--- src/rtl/framebuffer_pkg.sv ---
// Shared frame buffer definitions used by both the capture and read sides.
//   IMAGE_WIDTH / IMAGE_HEIGHT / IMAGE_SIZE : frame geometry in pixels
//   rgb565_t                                : packed RGB565 pixel layout
//   readerState_t                           : read-side controller states
package framebuffer_pkg;

  localparam int IMAGE_WIDTH  = 80;
  localparam int IMAGE_HEIGHT = 48;
  localparam int IMAGE_SIZE   = IMAGE_WIDTH * IMAGE_HEIGHT;

  typedef struct packed {
    logic [4:0] r5;
    logic [5:0] g6;
    logic [4:0] b5;
  } rgb565_t;

  typedef enum logic [1:0] {
    IDLE  = 2'd0,
    READ  = 2'd1,
    DRAIN = 2'd2
  } readerState_t;

endpackage

--- src/rtl/framebuffer_reader_pixel_fifo.sv ---
// Show-ahead synchronous FIFO used to buffer pixels between the RAM read
// pipeline and the downstream valid/ready stream.
//   clk, rst   : clock, asynchronous active-high reset
//   push/pushData : write one entry (ignored when full unless popping too)
//   pop        : consume the head entry (ignored when empty)
//   headData   : current head entry, valid whenever empty is low
//   count      : number of stored entries
//   empty/full : occupancy flags
module pixel_fifo #(
  parameter int DEPTH = 4,
  parameter int WIDTH = 18
) (
  input  logic                         clk,
  input  logic                         rst,
  input  logic                         push,
  input  logic [WIDTH-1:0]             pushData,
  input  logic                         pop,
  output logic [WIDTH-1:0]             headData,
  output logic [$clog2(DEPTH+1)-1:0]   count,
  output logic                         empty,
  output logic                         full
);

  localparam int PTR_W = (DEPTH > 1) ? $clog2(DEPTH) : 1;
  localparam int CNT_W = $clog2(DEPTH + 1);

  logic [WIDTH-1:0] mem [DEPTH];
  logic [PTR_W-1:0] wrPtr;
  logic [PTR_W-1:0] rdPtr;
  logic             doPush;
  logic             doPop;

  function automatic logic [PTR_W-1:0] nextPtr(input logic [PTR_W-1:0] p);
    return (p == PTR_W'(DEPTH - 1)) ? '0 : p + 1'b1;
  endfunction

  assign empty    = (count == '0);
  assign full     = (count == CNT_W'(DEPTH));
  assign doPop    = pop && !empty;
  assign doPush   = push && (!full || doPop);
  assign headData = mem[rdPtr];

  always_ff @(posedge clk) begin
    if (doPush) begin
      mem[wrPtr] <= pushData;
    end
  end

  always_ff @(posedge clk or posedge rst) begin
    if (rst) begin
      wrPtr <= '0;
      rdPtr <= '0;
      count <= '0;
    end else begin
      if (doPush) begin
        wrPtr <= nextPtr(wrPtr);
      end
      if (doPop) begin
        rdPtr <= nextPtr(rdPtr);
      end
      case ({doPush, doPop})
        2'b10:   count <= count + 1'b1;
        2'b01:   count <= count - 1'b1;
        default: count <= count;
      endcase
    end
  end

endmodule

--- src/rtl/framebuffer_reader.sv ---
// Read side of the frame RAM. A frameStart pulse reads one full image from
// addresses 0..IMAGE_SIZE-1 and streams it out as a valid/ready pixel stream
// tagged with line-end and frame-end flags.
//   clk, rst        : clock, asynchronous active-high reset
//   frameStart      : one-cycle request to read a frame
//   busy            : frame read in progress
//   frameOverrun    : one-cycle pulse when frameStart arrives while busy
//   ramAddr/ramReadEnable/ramData : RAM read port, data one cycle after strobe
//   pixelData/pixelLineEnd/pixelFrameEnd/pixelValid/pixelReady : output stream
module framebuffer_reader #(
  parameter int RAM_ADDR_WIDTH = 32,
  parameter int RAM_DATA_WIDTH = 16,
  parameter int IMAGE_WIDTH    = framebuffer_pkg::IMAGE_WIDTH,
  parameter int IMAGE_HEIGHT   = framebuffer_pkg::IMAGE_HEIGHT,
  parameter int FIFO_DEPTH     = 4
) (
  input  logic                      clk,
  input  logic                      rst,
  input  logic                      frameStart,
  output logic                      busy,
  output logic                      frameOverrun,
  output logic [RAM_ADDR_WIDTH-1:0] ramAddr,
  output logic                      ramReadEnable,
  input  logic [RAM_DATA_WIDTH-1:0] ramData,
  output logic [RAM_DATA_WIDTH-1:0] pixelData,
  output logic                      pixelLineEnd,
  output logic                      pixelFrameEnd,
  output logic                      pixelValid,
  input  logic                      pixelReady
);

  import framebuffer_pkg::*;

  localparam int IMAGE_SIZE = IMAGE_WIDTH * IMAGE_HEIGHT;
  localparam int COL_W      = (IMAGE_WIDTH > 1) ? $clog2(IMAGE_WIDTH) : 1;
  localparam int ENTRY_W    = RAM_DATA_WIDTH + 2;
  localparam int CNT_W      = $clog2(FIFO_DEPTH + 1);

  readerState_t              state;
  readerState_t              stateNext;
  logic [RAM_ADDR_WIDTH-1:0] addrCounter;
  logic [COL_W-1:0]          colCounter;
  logic                      issuedLineEnd;
  logic                      issuedFrameEnd;
  logic                      capValid;
  logic                      capLineEnd;
  logic                      capFrameEnd;
  logic                      issueOk;
  logic                      lastAddr;
  logic                      lastCol;

  logic [ENTRY_W-1:0]        fifoHead;
  logic [CNT_W-1:0]          fifoCount;
  logic                      fifoEmpty;
  logic                      fifoFull;

  assign lastAddr = (addrCounter == RAM_ADDR_WIDTH'(IMAGE_SIZE - 1));
  assign lastCol  = (colCounter == COL_W'(IMAGE_WIDTH - 1));

  // Credit check counts every read not yet visible in fifoCount: the strobe
  // on the RAM port and the word returning in the capture cycle.
  assign issueOk = (state == READ) && !fifoFull &&
                   ((32'(fifoCount) + 32'(ramReadEnable) + 32'(capValid))
                    < 32'(FIFO_DEPTH));

  always_comb begin
    stateNext = state;
    case (state)
      IDLE:    if (frameStart) stateNext = READ;
      READ:    if (issueOk && lastAddr) stateNext = DRAIN;
      DRAIN:   if (fifoEmpty && !ramReadEnable && !capValid) stateNext = IDLE;
      default: stateNext = IDLE;
    endcase
  end

  always_ff @(posedge clk or posedge rst) begin
    if (rst) begin
      state          <= IDLE;
      frameOverrun   <= 1'b0;
      addrCounter    <= '0;
      colCounter     <= '0;
      ramAddr        <= '0;
      ramReadEnable  <= 1'b0;
      issuedLineEnd  <= 1'b0;
      issuedFrameEnd <= 1'b0;
      capValid       <= 1'b0;
      capLineEnd     <= 1'b0;
      capFrameEnd    <= 1'b0;
    end else begin
      state        <= stateNext;
      frameOverrun <= frameStart && (state != IDLE);
      capValid     <= ramReadEnable;
      capLineEnd   <= issuedLineEnd;
      capFrameEnd  <= issuedFrameEnd;
      if ((state == IDLE) && frameStart) begin
        addrCounter <= '0;
        colCounter  <= '0;
      end
      if (issueOk) begin
        ramReadEnable  <= 1'b1;
        ramAddr        <= addrCounter;
        issuedLineEnd  <= lastCol;
        issuedFrameEnd <= lastAddr;
        addrCounter    <= addrCounter + 1'b1;
        colCounter     <= lastCol ? '0 : colCounter + 1'b1;
      end else begin
        ramReadEnable <= 1'b0;
      end
    end
  end

  pixel_fifo #(
    .DEPTH (FIFO_DEPTH),
    .WIDTH (ENTRY_W)
  ) uPixelFifo (
    .clk      (clk),
    .rst      (rst),
    .push     (capValid),
    .pushData ({ramData, capLineEnd, capFrameEnd}),
    .pop      (pixelValid && pixelReady),
    .headData (fifoHead),
    .count    (fifoCount),
    .empty    (fifoEmpty),
    .full     (fifoFull)
  );

  assign busy       = (state != IDLE);
  assign pixelValid = !fifoEmpty;
  // Head is masked while empty so the stream outputs read 0 out of reset.
  assign {pixelData, pixelLineEnd, pixelFrameEnd} = pixelValid ? fifoHead : '0;

endmodule

--- config.mk ---
export PLATFORM = sky130hd
export DESIGN_NAME = framebuffer_reader
export DESIGN_NICKNAME = d
export VERILOG_FILES = /design/src/rtl/framebuffer_pkg.sv /design/src/rtl/framebuffer_reader_pixel_fifo.sv /design/src/rtl/framebuffer_reader.sv
export SDC_FILE = /design/constraint.sdc
export NUM_CORES = 1
export LEC_CHECK = 0
export BUFFER_PORTS_ARGS = -buffer_cell sky130_fd_sc_hd__buf_2
export CAP_MARGIN = 10
export CORE_UTILIZATION = 35
export DETAILED_ROUTE_END_ITERATION = 8
export SLEW_MARGIN = 20
export SYNTH_ARGS = -nofsm -noshare
export SYNTH_HDL_FRONTEND = slang
export SYNTH_SLANG_ARGS = --single-unit
--- constraint.sdc ---
create_clock -name clk -period 5.1 [get_ports clk]
set_clock_uncertainty 0.15 [all_clocks]
set_input_delay 0.51 -clock clk [delete_from_list [all_inputs] [get_ports clk]]
set_output_delay 0.51 -clock clk [all_outputs]
set_load 0.02 [all_outputs]
---- Word-level counts from Yosys, hierarchy flattened ----
Memories as Yosys holds them, arrays and structs flattened.
Cells that the tools add are included.
operators by class
  add/subtract/negate cells ............... 8
  magnitude comparators ................... 1
  equality and inequality tests ........... 12
  muxes and demuxes ....................... 16
  reduce and logical (&&, ||, !) cells .... 21
operator list
  cell                   number
  $mux 32                2
  $add 32x1->32 const B  1
  $eq 32x12->1 const B   1
  $mux 7                 3
  $mux 18                1
  $logic_and 1x1->1      10
  $mux 2                 5
  $eq 2x2->1 const B     4
  $add 7x1->7 const B    1
  $eq 7x7->1 const B     1
  $pmux 2 s3             1
  $pmux 3 s2             1
  $reduce_bool 2->1      3
  $add 4x1->5            1
  $lt 5x3->1 const B     1
  $add 2x1->2 const B    2
  $add 3x1->4            1
  $eq 2x1->1 const B     2
  $logic_not 1->1        4
  $ne 2x2->1 const B     2
  $add 3x1->3 const B    1
  $eq 3x3->1 const B     1
  $logic_not 3->1        1
  $mux 1                 3
  5 further kinds        5
storage, ports and cells
  register bits ........................... 87
  memory bits (writable) .................. 72
  bits of input ports ..................... 20
  word-level logic and storage cells ...... 73
  memories ................................ 1
memories
  memory          words  width  rd ports  clocked after Yosys merged registers in  write ports  RTL line                             source
  uPixelFifo.mem  4      18     1         0                                        1            framebuffer_reader_pixel_fifo.sv:27  logic [WIDTH-1:0] mem [DEPTH];

---- Logic depth before layout (Yosys ltp) ----
Gate-level depths: netlist of run 1.
  depth in word-level cells ............... 8
  gate-level depth with buffers ........... 10
  gate-level depth less buffers ........... 9

---- Cells and area by module ----
Synthesis of run 1 repeated with hierarchy kept, for this count alone.
second synthesis, totals
  cell total of the unflattened synthesis .. 555
  area, all modules ....................... 6,939.2 um2
by module, submodules not included
  module              instances  cells an instance  area an instance (um2)  seq. area each (um2)
  framebuffer_reader  1          402                3,792.4                 2,001.9
  pixel_fifo          1          153                3,146.8                 2,337.2

---- Least setup slack after synthesis of run 1 ----
OpenSTA, ideal clock, no wires.
  path kind ............................... register to register
  start ................................... register uPixelFifo.count[1]
  end ..................................... register uPixelFifo.count[2]
  library setup time ...................... 0.080 ns
  arrival ................................. 2.063 ns
  required time ........................... 4.870 ns
  slack ................................... 2.807 ns
  cell stages (with the launch flop) ...... 10
  buffers on the path ..................... 1
  cells stage by stage .................... dfrtp_1 > clkbuf_1 > o41a_1 > inv_1 > ha_1 > inv_1 > fa_1 > xor2_1 > nor2_1 > xnor2_1
between the ends
  cells in the longest elaborated chain, start to end .. 8
RTL lines
  what                                             RTL line                                                        source
  from (decl)                                      framebuffer_reader_pixel_fifo.sv:19                             output logic [$clog2(DEPTH+1)-1:0] count,
  from (signal assigned)                           framebuffer_reader_pixel_fifo.sv:62                             2'b10: count <= count + 1'b1;
  from (signal assigned)                           framebuffer_reader_pixel_fifo.sv:63                             2'b01: count <= count - 1'b1;
  from (signal assigned)                           framebuffer_reader_pixel_fifo.sv:64                             default: count <= count;
  $logic_not 3->1                                  framebuffer_reader_pixel_fifo.sv:37                             assign empty = (count == '0);
  $logic_not 1->1                                  framebuffer_reader_pixel_fifo.sv:39, framebuffer_reader.sv:128
  $logic_and 1x1->1                                framebuffer_reader.sv:120                                       .pop (pixelValid && pixelReady),
  $logic_and 1x1->1                                framebuffer_reader_pixel_fifo.sv:39                             assign doPop = pop && !empty;
  $logic_or 1x1->1                                 framebuffer_reader_pixel_fifo.sv:40                             assign doPush = push && (!full || doPop);
  $logic_and 1x1->1                                framebuffer_reader_pixel_fifo.sv:40
  $eq 2x1->1 or $eq 2x2->1 (tied branches)         framebuffer_reader_pixel_fifo.sv:61                             case ({doPush, doPop})
  $pmux 3 s2 or $reduce_bool 2->1 (tied branches)  n/a
Several ways; a longest one is shown, not always the timed one.
A chain may end at the register's enable or synchronous reset.

---- Worst setup path in the final report of run 1 ----
  start ................................... register uPixelFifo.rdPtr[1]
  end ..................................... output port pixelData[9]
between the ends
  cells in the longest elaborated chain, start to end .. 2
RTL lines
  what                    RTL line                             source
  from (decl)             framebuffer_reader_pixel_fifo.sv:29  logic [PTR_W-1:0] rdPtr;
  from (signal assigned)  framebuffer_reader_pixel_fifo.sv:59  rdPtr <= nextPtr(rdPtr);
  $mem_v2 4x18            n/a
  $mux 18                 framebuffer_reader.sv:130            assign {pixelData, pixelLineEnd, pixelFrameEnd} = pixelValid ? fifoHead : '0;
  to (decl)               framebuffer_reader.sv:25             output logic [RAM_DATA_WIDTH-1:0] pixelData,
No other way between the ends.

==> metrics.csv, run 1 <==
stage,metric,value,unit
place,placedCellCount,857,
timing,report.final.hold_viol_count,0,
yosys,syn_area,6860,um2
pwr,p_leak,3.57,nW
finish,antenna_cells,0,
floorplanning,die_y,142,um
drt,drt_iter0_drc,191,
timing,relSlewSlack,34.3,%
floorplanning,die-area,20200,um2
global_route,gr-usage-all-layers,15.0,%
yosys,avgSynthCellArea,12.6,um2
finish,drive_gt1_share,22.1,%
drt,viasPerCell,4.88,
pwr,cellPowerDensity,597,nW/um2
worst_setup_path,crit_type,register to output pin,
global_route,grt_pass1_vias,4476,
timing,fin_ws,2.32,ns
global_route,grt_max_degree,57,
hold_path,hp-class,input port to asynchronous set/reset pin,
worst_setup_path,start_kind,register,
pwr,pwr-share-comb,32.9,%
pwr,p_switching,1.78,mW
clocking,ctsResizeCount,0,
pwr,pwr-share-seq,40.6,%
floorplanning,rows,50,
place,dp_hpwl,9070,um
timing,clock.fmax,0.360,GHz
finish,syn_to_final_growth,17.6,%
worst_setup_path,cp.required,4.44,ns
pwr,p_total,4.81,mW
timing,setup_viol,0,
pwr,swShare,36.9,%
timing,worst_pin_slew,0.986,ns
yosys,ys_seq_area_share,63.3,%
finish,final_util,42.5,%
pwr,p_int,3.04,mW
timing,finalSetupTns,0,ns
worst_setup_path,critPathMaxFanout,20,
worst_setup_path,end_kind,output pin,
drt,drc,0,
timing,rsz0062_at_grt,false,
clocking,ctsHoldBuffers,0,
place,gp_congestion,0.809,
clocking,cts_made_buffers,17,
drt,routed_wl,13900,um
drt,wl_per_cell,15.6,um
floorplanning,ios,74,
clocking,cts.htree.levels,4,
clocking,cts_post_setup_buffers_inserted,0,
run,maxCapViolations,0,
timing,finalHoldWorstSlack,0.0707,ns
finish,postLayoutCellArea,8070,um2
place,placed_area,7460,um2
outcome,status,finished clean,
place,dpl_worst_slack,2.35,ns
drt,ant_nets,0,
timing,layout_min_cycle_time,2.78,ns
global_route,grt_pass1_wl,23100,um
clocking,path_clk_slew,0.07,ns
finish,instances_no_fill,889,
timing,maxSlewViolCount,0,
yosys,yosysWarningCount,0,
clocking,cts.sinks,159,
global_route,antenna_found_initial,0,
clocking,clock-root-buffer,clkbuf_16,
floorplanning,die_w,142,um
finish,final_nets,646,
pwr,ir_drop,0.347,mV
clocking,clock_latency,0.42,ns
place,portBuffers,73,
yosys,synth_seq_cells,159,
floorplanning,start_util,36.2,%
clocking,cts_buffer_depth,2,
yosys,yosysUniqueCellTypes,47,
yosys,synthCells,543,
drt,num_vias,4339,
global_route,gr-total-overflow,0,
yosys,syn_nets,573,
timing,fin_crit_sh,54.5,%
pwr,p_clk_share,26.6,%
worst_setup_path,arrival,2.12,ns
drt,dr.pass1.iters,4,
floorplanning,core_area,19000,um2
clocking,cts_tree,yes,
routing by layer:
metal | track usage [%] | vias to the layer above | part of all wire (%)
li1 | - | 2085 | -
met2 | 25.3 | 95 | 50
met1 | 18.8 | 2147 | 45
met3 | 4.04 | 12 | 3.7
met4 | 5.04 | 0 | 1.1
met5 | 0 | - | 0
critical path: stages, from the launching register on:
cell and delay (ns):
dfrtp_1 0.94, mux4_2 0.42, and2_1 0.18, buf_2 0.16
cell usage in the layout (no fill, tap or decap), drive strengths merged, types with 3 or more instances in the layout:
cell / count
a21o: 4
clkbuf: 17
nor2: 9
nand2b: 3
dfrtp: 87
xnor2: 3
nand4: 20
clkinv: 5
edfxtp: 72
nand2: 141
mux2i: 30
o21ai: 10
mux2: 3
and4: 4
nand3: 24
nor4: 7
ha: 9
inv: 22
a211oi: 3
and2: 27
nor3: 7
and3: 5
buf: 77
mux4: 18
Yosys cell counts (all sizes together):
cell,instances,area [um2]
mux2,3,33.8
a22oi,1,7.51
dfrtp,87,2180
o31ai,1,7.51
mux4,18,405
nor4,7,65.1
mux2i,30,300
or2,1,6.26
nor2,9,33.8
xor2,1,8.76
and4,4,35.0
nand4,20,125
o41ai,1,16.3
and3,5,31.3
and2,27,169
or3b,1,11.3
ha,9,113
a21o,4,30.0
nand2,141,529
xnor2,3,26.3
clkbuf,11,41.3
o41a,1,11.3
or3,2,12.5
or4,1,7.51
nor3,7,40.0
o311ai,2,17.5
fa,1,20.0
o21a,1,7.51
o211ai,1,7.51
a31o,1,8.76
a2111oi,1,27.5
edfxtp,72,2160
o22ai,1,6.26
nand3,24,120
o21ai,10,50.1
a211oi,3,32.5
inv,15,56.3
clkinv,1,5.00
buf,12,72.6
nand2b,3,18.8
final timing paths:
check	slack, ns	to	depth (start not counted)	startpoint
max	2.32	pixelData[9]	3	uPixelFifo.rdPtr[1]
min	0.07	frameOverrun	2	rst
max reg2reg	2.35	uPixelFifo.count[1]	7	uPixelFifo.count[1]
min reg2reg	0.23	capLineEnd	0	issuedLineEnd
max in group asynchronous	3.83	addrCounter[23]	3	rst
min in group clk	0.15	uPixelFifo.mem[3][15]	1	ramData[13]
logic make-up (layout without fill, tap and decap cells):
family	Yosys count	count (layout)	synth area share, %
simple gates	252	252	17.6
xor+xnor	4	4	0.511
buf+inv	39	125	2.55
flops	159	159	63.3
mux	51	51	10.8
compound gates	28	28	3.36
fa+ha+maj	10	10	1.93
area by class of cell:
cell class                 instances  area [um2]
timing repair buffer              77         395
inverter                          16        63.8
fill                            1751       10900
sequential                       159        4340
clock inverter                    15         174
clock buffer                      17         425
multi-input combinational        345        2340
tap                              260         325
power groups by stage:
stage | registers (mW) | logic (mW) | clock network [mW]
floorplan | 1.99 | 1.12 | 0
global placement | 1.96 | 1.58 | 0
detailed placement | 1.98 | 1.62 | 0
CTS | 1.96 | 1.62 | 1.30
global route | 2.00 | 1.76 | 1.37
finish | 1.95 | 1.58 | 1.28
registers in the layout, summed over array words and instances (netlist names), 2 cells and up:
| signal | count |
|---|---|
| uPixelFifo.count | 3 |
| uPixelFifo.wrPtr | 2 |
| ramAddr | 32 |
| addrCounter | 32 |
| colCounter | 7 |
| state | 2 |
| uPixelFifo.rdPtr | 2 |
| uPixelFifo.mem | 72 |
Note: power is estimated with default switching activity, not from simulation.
==> run 2: changes to the inputs <==
--- a/config.mk
+++ b/config.mk
@@ -5,6 +5,7 @@
 export SDC_FILE = /design/constraint.sdc
 export NUM_CORES = 1
 export LEC_CHECK = 0
+export ABC_AREA = 1
 export BUFFER_PORTS_ARGS = -buffer_cell sky130_fd_sc_hd__buf_2
 export CAP_MARGIN = 10
 export CORE_UTILIZATION = 35
==> constraint.sdc (replaced) <==
create_clock -name clk -period 2.55 [get_ports clk]
set_clock_uncertainty 0.15 [all_clocks]
set_input_delay 0.255 -clock clk [delete_from_list [all_inputs] [get_ports clk]]
set_output_delay 0.255 -clock clk [all_outputs]
set_load 0.02 [all_outputs]
==> run 2 against run 1 <==
  * Sequential cell count is the same
  * Total power grew 120%
  * Critical path depth grew 4
  * Sequential share of layout area shrank 3.8 points
  * Count of clock-buffer cells in the layout is the same
  * Final cell count grew 31%
  * Via count grew 24%
  * Critical path type unchanged
  * Largest power group is now combinational cells
  * Highest routed layer unchanged
==> metrics.csv, run 2 <==
stage,metric,value,unit
worst_setup_path,cp_cell_sequence,"buf_4, clkinv_1, buf_4, nor2_1, o21ai_0, a21oi_1, buf_2",
worst_setup_path,critPathMaxFanout,16,
floorplanning,die_y,145,um
yosys,synth_seq_cells,159,
pwr,p_total,10.5,mW
timing,finalHoldWorstSlack,0.100,ns
place,dp_hpwl,11100,um
global_route,antenna_found_initial,0,
worst_setup_path,start_kind,register,
floorplanning,start_util,35.6,%
worst_setup_path,crit_type,register to output pin,
finish,syn_to_final_growth,20.6,%
worst_setup_path,crit_buf_inv,4,
drt,viasPerCell,4.63,
finish,antenna_cells,0,
pwr,pwr-share-seq,37.8,%
pwr,ir_drop,0.635,mV
finish,mostFrequentLayoutCells,"nand2_1, nor2_1, dfrtp_1",
pwr,p_int,6.11,mW
pwr,pwr-share-comb,38.2,%
timing,finalSetupTns,0,ns
drt,ant_nets,0,
yosys,yosysWarningCount,0,
drt,drt_iter0_drc,313,
timing,worst_pin_slew,0.707,ns
finish,drive_gt1_share,15.9,%
clocking,cts_buffer_depth,2,
clocking,clock-root-buffer,clkbuf_16,
global_route,gr-total-overflow,0,
yosys,synth_ff_type,dfrtp_1,
yosys,syn_area,7190,um2
drt,num_vias,5390,
timing,rsz0062_at_grt,false,
yosys,avgSynthCellArea,9.21,um2
run,maxCapViolations,0,
yosys,synthCells,781,
hold_path,hp-class,input port to register,
clocking,cts_made_buffers,17,
yosys,syn_nets,811,
timing,clock.fmax,0.428,GHz
yosys,yosys-top-cells-area,"dfrtp_1, edfxtp_1, nand2_1",
yosys,synth_edf_count,72,
timing,fin_ws,0.213,ns
worst_setup_path,cpMaxStageDelayCell,dfrtp_1,
finish,num-fill-cells,1987,
worst_setup_path,cp.required,2.14,ns
floorplanning,rows,52,
timing,fin_crit_sh,91.6,%
yosys,yosysMostFrequentCell,nand2_1,
global_route,grt_max_degree,88,
clocking,path_clk_slew,0.07,ns
worst_setup_path,end_kind,output pin,
outcome,status,finished clean,
drt,drc,0,
worst_setup_path,crit_path_max_incr_delay,0.35,ns
drt,dr.pass1.iters,4,
floorplanning,die_w,145,um
clocking,cts.htree.levels,4,
clocking,clock_latency,0.43,ns
yosys,synth.top_cells.by_count,"nand2_1, nor2_1, dfrtp_1",
timing,layout_min_cycle_time,2.34,ns
yosys,netlist.area_leader.share,30.3,%
timing,setup_viol,0,
drt,routed_wl,16200,um
timing,maxSlewViolCount,0,
timing,relSlewSlack,52.7,%
pwr,cellPowerDensity,1210,nW/um2
finish,largest-register,uPixelFifo.mem,
global_route,grt_pass1_vias,5347,
global_route,grt_pass1_wl,27100,um
drt,wl_per_cell,13.9,um
finish,top_regs,"uPixelFifo.mem x72, addrCounter x32, ramAddr x32",
pwr,p_leak,3.72,nW
worst_setup_path,cp_top_family,buffers and inverters,
floorplanning,die-area,21100,um2
clocking,cts_post_setup_buffers_inserted,0,
floorplanning,core_area,20200,um2
place,gp_congestion,0.847,
finish,largest_reg_flops,72,
floorplanning,ios,74,
yosys,yosysUniqueCellTypes,32,
worst_setup_path,arrival,1.93,ns
global_route,gr-usage-all-layers,16.5,%
yosys,synth_top_area_cell,dfrtp_1,
place,dpl_worst_slack,0.355,ns
clocking,cts.sinks,159,
pwr,p_switching,4.41,mW
clocking,cts_tree,yes,
finish,final_common_cell,nand2_1,
timing,report.final.hold_viol_count,0,
pwr,swShare,41.9,%
finish,final_nets,910,
worst_setup_path,path_common_cell,buf_4,
pwr,p_clk_share,24.0,%
yosys,ys_seq_area_share,60.4,%
place,portBuffers,73,
yosys,synthArstFlopShare,54.7,%
-- run 2: cell count changes after synthesis, moves of 6 or more --
| cell | previous run | this run |
|---|---|---|
| o22ai_1 | 1 | 9 |
| and2_1 | 27 | 1 |
| o21ai_1 | 0 | 9 |
| nor2_1 | 9 | 153 |
| o21ai_0 | 10 | 79 |
| mux4_2 | 18 | 0 |
| nand2_1 | 141 | 164 |
| inv_1 | 15 | 60 |
| nand4_1 | 20 | 5 |
| inv_2 | 0 | 6 |
| nand3_1 | 24 | 41 |
| a21oi_1 | 0 | 28 |
| mux2i_1 | 30 | 0 |
-- run 2: logic make-up (layout without fill, tap and decap cells) --
kind of cell             after synthesis  after routing  synth area share, %
AO/OA/AOI/OAI                        129            129                 9.31
XOR/XNOR                               9              9                 1.10
adder cells (fa/ha/maj)               10             10                 1.84
buffers and inverters                 91            203                 5.50
flip-flops                           159            159                 60.4
AND/OR/NAND/NOR                      383            383                 21.9
-- run 2: worst min-delay path, delay by kind of cell --
kind | cells | cell delay, ns
AO/OA/AOI/OAI | 1 | 0.06
buffers and inverters | 2 | 0.17
AND/OR/NAND/NOR | 2 | 0.15
-- run 2: layout make-up --
cell class	instances	area, um2	area share [%]
flip-flops and latches	159	4340	50.0
well taps	270	338	3.90
clock buffers	17	425	4.91
multi-input cells	531	2460	28.3
clock inverters	15	174	2.01
inverters	67	258	2.97
repair buffers	104	681	7.85
-- run 2: path summary, 6_finish.rpt --
kind | end | slack [ns] | startpoint | cells past startpoint
min reg2reg | capFrameEnd | 0.22 | issuedFrameEnd | 0
min in group asynchronous | ramAddr[11] | 0.34 | rst | 4
min | uPixelFifo.rdPtr[1] | 0.10 | pixelReady | 5
max | pixelData[12] | 0.21 | uPixelFifo.rdPtr[1] | 7
max in group asynchronous | addrCounter[22] | 1.53 | rst | 4
max reg2reg | uPixelFifo.count[2] | 0.35 | uPixelFifo.count[0] | 9
-- run 2: power by group through the flow --
| stage | Clock, mW | Combinational [mW] | Sequential, mW |
|---|---|---|---|
| after floorplan | 0 | 2.61 | 4.18 |
| after global placement | 0 | 4.00 | 4.01 |
| after detailed placement | 0 | 4.05 | 4.02 |
| after CTS | 2.59 | 4.09 | 3.98 |
| after global routing | 2.69 | 4.52 | 4.08 |
| final | 2.52 | 4.02 | 3.97 |
-- run 2: what timing repair did --
action / 4_1_cts / 5_1_grt
hold buffers: 18 / 0
setup endpoints to repair: 0 / 9
hold endpoints to repair: 152 / 0
resized for setup: 0 / 2
-- run 2: through the flow --
stage               area [um2]  utilization [%]  std cells
detailed placement        7890             39.1       1113
floorplan                 7190                -        781
global route              8670             43.0       1163
global placement          7890             39.1       1113
finish                    8670             43.0       1163
CTS                       8670             43.0       1163
-- run 2: metal layers --
layer  GRT usage, %  wire, um  up-vias
li1               -         -     2764
met1           21.3      7570     2490
met2           27.4      7680      113
met3           3.58       719       23
met4           5.89       242        0
met5              0         0        -
==> run 3: changes to the inputs <==
--- a/config.mk
+++ b/config.mk
@@ -5,9 +5,7 @@
 export SDC_FILE = /design/constraint.sdc
 export NUM_CORES = 1
 export LEC_CHECK = 0
-export ABC_AREA = 1
 export BUFFER_PORTS_ARGS = -buffer_cell sky130_fd_sc_hd__buf_2
-export CAP_MARGIN = 10
 export CORE_UTILIZATION = 35
 export DETAILED_ROUTE_END_ITERATION = 8
 export SLEW_MARGIN = 20
==> run 3 against run 2 <==
  * Sequential share of layout area increased by 2.0 points
  * Routed wire length decreased by 11%
  * Register-to-register slack got worse by 0.13 ns
  * Final cell count decreased by 21%
  * Setup slack got worse by 0.012 ns
==> metrics.csv, run 3 (synthesis gave the netlist of run 1 again) <==
stage,metric,value,unit
timing,worst_pin_slew,1.00,ns
outcome,status,finished clean,
global_route,gr-total-overflow,0,
clocking,clock-root-buffer,clkbuf_16,
timing,maxSlewViolCount,0,
global_route,grt_max_degree,34,
drt,routed_wl,14500,um
worst_setup_path,ff2ff_path_depth,6,
finish,antenna_cells,0,
finish,postLayoutCellArea,8350,um2
clocking,ctsHoldBuffers,18,
finish,syn_to_final_growth,21.7,%
clocking,clock_latency,0.43,ns
timing,layout_min_cycle_time,2.35,ns
finish,largest-register,uPixelFifo.mem,
drt,num_vias,4521,
floorplanning,start_util,36.2,%
hold_path,hold_path_depth,3,
worst_setup_path,end_kind,output pin,
floorplanning,die-area,20200,um2
drt,drt_iter0_drc,283,
floorplanning,core_area,19000,um2
clocking,cts_post_setup_buffers_inserted,0,
place,portBuffers,73,
clocking,path_clk_slew,0.06,ns
timing,rsz0062_at_grt,false,
pwr,ir_drop,0.703,mV
global_route,grt_pass1_vias,4590,
place,dp_hpwl,9560,um
pwr,cellPowerDensity,1170,nW/um2
floorplanning,rows,50,
drt,drc,0,
timing,fin_crit_sh,92.1,%
global_route,grt_pass1_wl,23500,um
global_route,antenna_found_initial,1,
finish,final_common_cell,nand2_1,
hold_path,hp-class,input port to register,
clocking,ctsResizeCount,0,
finish,final_util,44.0,%
drt,viasPerCell,4.92,
place,gp_congestion,0.833,
drt,dr.pass1.iters,4,
clocking,cts_buffer_depth,2,
timing,finalSetupTns,0,ns
run,maxCapViolations,0,
drt,ant_nets,0,
clocking,cts_made_buffers,17,
clocking,cts_tree,yes,
finish,largest_reg_flops,72,
clocking,cts.htree.levels,4,
finish,num-fill-cells,1755,
finish,mostFrequentLayoutCells,"nand2_1, dfrtp_1, buf_2",
timing,report.final.hold_viol_count,0,
worst_setup_path,crit_type,register to output pin,
floorplanning,die_y,142,um
timing,clock.fmax,0.426,GHz
finish,drive_gt1_share,22.3,%
worst_setup_path,arrival,1.94,ns
clocking,cts.sinks,159,
worst_setup_path,critPathMaxFanout,12,
drt,wl_per_cell,15.7,um
timing,relSlewSlack,33.0,%
floorplanning,ios,74,
floorplanning,die_w,142,um
worst_setup_path,start_kind,register,
finish,final_nets,676,
global_route,gr-usage-all-layers,15.3,%
finish,top_regs,"uPixelFifo.mem x72, addrCounter x32, ramAddr x32",
pwr,p_leak,3.70,nW
worst_setup_path,cp.required,2.14,ns
timing,setup_viol,0,
place,placed_area,7580,um2
==> run 3: changes by cell type in the layout (fill, tap and decap cells not counted), sizes merged, moves of 17 or more <==
| cell | delta |
|---|---|
| nand2 | -28 |
| mux4 | +18 |
| o21ai | -79 |
| nor2 | -152 |
| and2 | +26 |
| nand3 | -17 |
| a21oi | -28 |
| inv | -58 |
| mux2i | +30 |
==> run 3: final timing paths <==
| check | from | end | slack (ns) |
|---|---|---|---|
| max | uPixelFifo.rdPtr[0] | pixelLineEnd | 0.20 |
| min | pixelReady | uPixelFifo.rdPtr[0] | 0.07 |
| max reg2reg | uPixelFifo.count[0] | state[0] | 0.22 |
| min reg2reg | issuedLineEnd | capLineEnd | 0.23 |
| max in group asynchronous | rst | ramAddr[27] | 1.15 |
| min in group asynchronous | rst | addrCounter[6] | 0.31 |
==> run 3: power by group <==
part           internal, mW  leakage [nW]  total [mW]  switching [mW]
sequential             3.41          1.77        3.84           0.431
combinational          1.35          1.65        3.44            2.09
clock                  1.54         0.281        2.51           0.969
==> run 3: final cells by class <==
type                       count  area (um2)  area share [%]
tap                          260         325            3.90
clock buffer                  26         499            5.98
sequential                   159        4340            52.0
clock inverter                 6        85.1            1.02
inverter                      16        65.1           0.779
multi-input combinational    345        2340            28.1
timing repair buffer         107         691            8.27
==> run 3: metrics by stage <==
step / hold slack [ns] / cells / total power, mW / worst slack [ns]
2_1_floorplan: 0.204 / 543 / 6.23 / 0.257
3_3_place_gp: 0.200 / 869 / 7.23 / 0.285
3_5_place_dp: 0.210 / 869 / 7.35 / 0.217
4_1_cts: 0.0501 / 919 / 9.93 / 0.164
5_1_grt: 0.0855 / 919 / 10.4 / 0.0784
6_report: 0.0664 / 919 / 9.79 / 0.201
==> run 3: routing by layer <==
metal | vias to the layer above | GRT usage (%) | share of wire [%]
met5 | - | 0 | 0.083
met3 | 18 | 3.60 | 3.7
met2 | 112 | 26.3 | 50
met4 | 2 | 5.26 | 1.2
li1 | 2147 | - | -
met1 | 2242 | 18.8 | 45
==> run 3: critical path, cell delays in order, from the launching register on <==
cell and delay (ns):
dfrtp_1 0.36, buf_4 0.28, mux4_2 0.54, and2_1 0.18
buf_2 0.16
